**config.mk**
```make
export PLATFORM = sky130hd
export DESIGN_NAME = link_param_loader
export DESIGN_NICKNAME = d
export VERILOG_FILES = /design/src/rtl/link_param_loader.sv
export SDC_FILE = /design/constraint.sdc
export NUM_CORES = 1
export LEC_CHECK = 0
export CAP_MARGIN = 20
export CORE_MARGIN = 10
export CORE_UTILIZATION = 62
export DETAILED_ROUTE_END_ITERATION = 12
export DONT_BUFFER_PORTS = 1
export GPL_TIMING_DRIVEN = 0
export PLACE_DENSITY = 0.75
export RECOVER_POWER = 100
export SKIP_CTS_REPAIR_TIMING = 1
export SLEW_MARGIN = 0
export SYNTH_ARGS = -nofsm -noshare
export SYNTH_HDL_FRONTEND = slang
export SYNTH_SLANG_ARGS = --single-unit
```
**constraint.sdc**
```tcl
create_clock -name clk -period 3.4 [get_ports clk]
set_input_delay 0.17 -clock clk [delete_from_list [all_inputs] [get_ports clk]]
set_output_delay 0.17 -clock clk [all_outputs]
set_load 0.1 [all_outputs]
```
**src/rtl/link_param_loader.sv**
```systemverilog
// Link parameter loader: accepts a valid/ready stream of packed per-link
// words {erased, boundary_condition, weight} and writes them into NUM_LINKS
// holding registers. The registers drive the link array's parameter buses
// and hold steady once loaded.
module link_param_loader #(
   parameter int NUM_LINKS   = 16,
   parameter int MAX_WEIGHT  = 2,
   parameter int STAGE_WIDTH = 3,
   parameter logic [STAGE_WIDTH-1:0] STAGE_IDLE               = 3'd0,
   parameter logic [STAGE_WIDTH-1:0] STAGE_PARAMETERS_LOADING = 3'd7,
   localparam int LINK_BIT_WIDTH = $clog2(MAX_WEIGHT + 1),
   localparam int WORD_W         = LINK_BIT_WIDTH + 3
) (
   input  logic                                clk,
   input  logic                                reset,
   input  logic [STAGE_WIDTH-1:0]              global_stage,
   input  logic                                load_start,
   input  logic [WORD_W-1:0]                   in_data,
   input  logic                                in_valid,
   output logic                                in_ready,
   output logic [NUM_LINKS*LINK_BIT_WIDTH-1:0] weight_out,
   output logic [NUM_LINKS*2-1:0]              boundary_condition_out,
   output logic [NUM_LINKS-1:0]                erased_out,
   output logic                                load_done,
   output logic                                weight_clip,
   output logic                                load_error
);

   localparam int IDX_W = (NUM_LINKS > 1) ? $clog2(NUM_LINKS) : 1;
   localparam logic [LINK_BIT_WIDTH-1:0] MAX_W = LINK_BIT_WIDTH'(MAX_WEIGHT);
   localparam logic [IDX_W-1:0] LAST_IDX = IDX_W'(NUM_LINKS - 1);

   typedef enum logic [1:0] {
      IDLE = 2'd0,
      FILL = 2'd1,
      DONE = 2'd2
   } state_t;

   state_t                                 state;
   logic [IDX_W-1:0]                       index;
   logic [NUM_LINKS-1:0][LINK_BIT_WIDTH-1:0] weight_q;
   logic [NUM_LINKS-1:0][1:0]              bc_q;
   logic [NUM_LINKS-1:0]                   erased_q;

   logic [LINK_BIT_WIDTH-1:0] word_weight;
   logic [1:0]                word_bc;
   logic                      word_erased;
   logic                      stage_ok;

   // Clamp an incoming weight field to the largest legal link weight.
   function automatic logic [LINK_BIT_WIDTH-1:0] sat_weight(input logic [LINK_BIT_WIDTH-1:0] w);
      return (w > MAX_W) ? MAX_W : w;
   endfunction

   assign word_weight = in_data[LINK_BIT_WIDTH-1:0];
   assign word_bc     = in_data[LINK_BIT_WIDTH+1:LINK_BIT_WIDTH];
   assign word_erased = in_data[LINK_BIT_WIDTH+2];

   // Words may be pre-staged while the decoder idles or during parameter loading.
   assign stage_ok = (global_stage == STAGE_PARAMETERS_LOADING) ||
                     (global_stage == STAGE_IDLE);

   assign in_ready               = (state == FILL);
   assign weight_out             = weight_q;
   assign boundary_condition_out = bc_q;
   assign erased_out             = erased_q;

   // Fill controller and holding registers; load_start outranks abort, abort outranks writes.
   always_ff @(posedge clk or posedge reset) begin
      if (reset) begin
         state       <= IDLE;
         index       <= '0;
         weight_q    <= '0;
         bc_q        <= '0;
         erased_q    <= '0;
         load_done   <= 1'b0;
         weight_clip <= 1'b0;
         load_error  <= 1'b0;
      end else if (load_start) begin
         state       <= FILL;
         index       <= '0;
         load_done   <= 1'b0;
         weight_clip <= 1'b0;
         load_error  <= 1'b0;
      end else begin
         case (state)
            FILL: begin
               if (!stage_ok) begin
                  state      <= IDLE;
                  load_error <= 1'b1;
               end else if (in_valid) begin
                  weight_q[index] <= sat_weight(word_weight);
                  bc_q[index]     <= word_bc;
                  erased_q[index] <= word_erased;
                  if (word_weight > MAX_W) begin
                     weight_clip <= 1'b1;
                  end
                  if (index == LAST_IDX) begin
                     state     <= DONE;
                     load_done <= 1'b1;
                     index     <= '0;
                  end else begin
                     index <= index + 1'b1;
                  end
               end
            end
            DONE:    state <= DONE;
            default: state <= IDLE;
         endcase
      end
   end

endmodule

```
==> summary.txt <==
Max Clock Freq: 0.3407 GHz
GRT Overall Usage: 16.72%
Pleak: 2.053 nW
die area: 0.009612 sq mm
total power per unit cell area: 512.6 mW/mm^2
Vias/cell: 5.915
Max Root-Sink Buffers: 2
clock skew: 0.007838 ns
# H-tree levels: 3
critical path type: register to register
worst flop-to-flop path endpoint: weight_out[10]$_DFFE_PP0P_
Worst EP required: 3.63 ns
crit-path max FO: 10
Starting Density: 63.78%
Fin. Hold Viols: 0
Max Slew Vio Count: 45
r2r startpoint: state[1]$_DFFE_PP0P_
vias in the first global route: 2171
Syn. warnings: 0
reg-to-reg setup timing slack: 0.46 ns
CTS tree: built
sequential share of the synthesized area: 58.98%
largest net degree at the start of global routing: 47
Worst-Skew Late Latency: 0.35 ns
Power, Total: 2.079 mW
#FFs+latches synth: 89
most common cell after layout, fill and taps aside: dfrtp_1
adder-cell share of the synthesized area: 1.988%
hpwl dp: 5894 um
Slew @ Worst Pin: 1.823 ns
layout cell share with drive strength beyond 1: 34.06%
DR pass1 iterations: 4
Final min period: 2.935 ns
status: complete, but fails checks
number of fill cells in the layout: 416
first-pass GRT wire length: 12660 um
DRT antenna net count: 0
failing checks: max-capacitance violations, max-slew violations
ANT cells: 0
drt total wl: 8063 um
cell count after synthesis: 252
CP startpoint kind: register
Placeable Area: 0.005921 sq mm
RSZ-0062 raised after global routing: no
final setup violation count: 0
DRC viols: 0
Max IR drop VDD: 0.0005783 V
via count: 2076
Slew Limit Headroom: -22.23%
Data arrival, critical path: 3.17 ns
Num Clock Sinks: 89
Port Buf Inserts: 0
initial antenna violation count: 0
Hold Crit Class: input pin to register
synthesized cell area: 0.003776 sq mm
Die Width: 98.04 um
Nets: 289
max-cap violation count: 1
Synth Net Count: 270
CTS buffer count: 9
final setup margin: 0.4647 ns
Overflow after GRT: 0
IO Pins: 96
Critical Path End Type: register
clk slew on worst S/H paths: 0.09 ns
worst slack, placed: 0.4947 ns
clk root buf: clkbuf_8
period utilization: 86.33%
xor/xnor share of the synthesized area: 0.4639%
Synth Area per Inst: 14.98 sq um
global placement routability congestion: 0.8154
area delta synth->final: 7.422%
routed wire length per instance: 22.97 um
Rows: 28
Die Span Y: 98.04 um
DR iter-0 viols: 68
combinational family with the most area after synthesis: multiplexers
Cell variety after synth: 36
Worst R2R Path Depth: 8
Final Cell Area: 0.004056 sq mm
commonest cells after routing, fill and taps aside: 89 x dfrtp_1, 59 x mux2_2, 17 x mux2_1
setup TNS: 0 ns
fin cells: 351
utilization after layout: 68.51%
Post-Place Cells: 328
Hold Slack: 0.08610 ns
Synth Area in Compound Gates: 2.353%
CP startpoint: state[1]$_DFFE_PP0P_
mux contribution to synthesized area: 26.11%
Synth Area in Simple Gates: 6.859%
worst setup path endpoint: weight_out[10]$_DFFE_PP0P_
placed cell area: 0.003900 sq mm
-- area by class of cell --
class	count	area (sq um)	area share, %
clock inverter	7	77.57	1.912
inverter	6	23.77	0.5861
sequential	89	2227	54.90
timing repair buffer	8	68.82	1.696
buffer	16	85.08	2.097
multi-input combinational	141	1356	33.44
tap	75	93.84	2.313
clock buffer	9	123.9	3.054
-- power by group --
group | leakage, nW | internal (mW) | total [mW] | switching (mW)
Combinational | 0.716 | 0.0308 | 0.0922 | 0.0614
Sequential | 1.23 | 1.08 | 1.24 | 0.169
Clock | 0.106 | 0.349 | 0.742 | 0.393
-- how the worst min path moves through the flow --
stage | endpoint | cells after the start | start | slack (ns)
global placement | erased_out[10]$_DFFE_PP0P_ | 1 | in_data[4] | 0.32
detailed placement | boundary_condition_out[16]$_DFFE_PP0P_ | 1 | reset | 0.14
finish | index[3]$_DFFE_PP0P_ | 3 | in_valid | 0.09
global route | index[3]$_DFFE_PP0P_ | 2 | load_start | 0.1
CTS | boundary_condition_out[16]$_DFFE_PP0P_ | 1 | reset | -0.26
floorplan | boundary_condition_out[10]$_DFFE_PP0P_ | 1 | in_data[2] | 0.32
-- cell usage after synthesis (all sizes together) --
cell type,count,area share (%)
a211o,1,0.23
a21o,1,0.20
a21oi,4,0.53
a31oi,1,0.17
and2,2,0.33
and3,10,1.8
and4,1,0.23
buf,9,2.0
clkbuf,7,0.70
dfrtp,89,59
ha,6,2.0
inv,6,0.60
mux2,80,26
mux2i,1,0.27
nand2,1,0.099
nand3,5,0.66
nand3b,1,0.20
nand4,1,0.17
nor2,10,1.1
nor2b,3,0.56
nor3,4,1.1
nor3b,2,0.66
o2111ai,1,0.23
o211a,1,0.46
o21ai,1,0.13
o31ai,2,0.40
xnor2,1,0.23
xor2,1,0.23
-- critical path, cell delays in order, from the launching register on --
cell,delay [ns]
dfrtp_1,0.40
inv_1,0.06
ha_1,0.81
clkbuf_1,0.30
o211a_2,0.29
buf_6,0.15
and3_1,0.16
clkbuf_1,0.27
mux2_1,0.36
-- cells by family after synthesis --
kind of cell,count (synthesis)
compound gates,12
xor+xnor,2
fa+ha+maj,6
buf+inv,22
flops,89
mux,81
simple gates,40
-- flip-flops by register name, summed over array words and instances (netlist names) --
register and flops:
boundary_condition_out 32, erased_out 16, index 4, load_done 1, load_error 1, state 2
weight_clip 1, weight_out 32
-- per-layer routing --
layer,wire [um],global-route usage [%]
met1,3272,20.20
met2,3771,25.18
met3,937,9.020
met4,81,5.034
met5,0,0
Power figures use the tool's default switching activity.
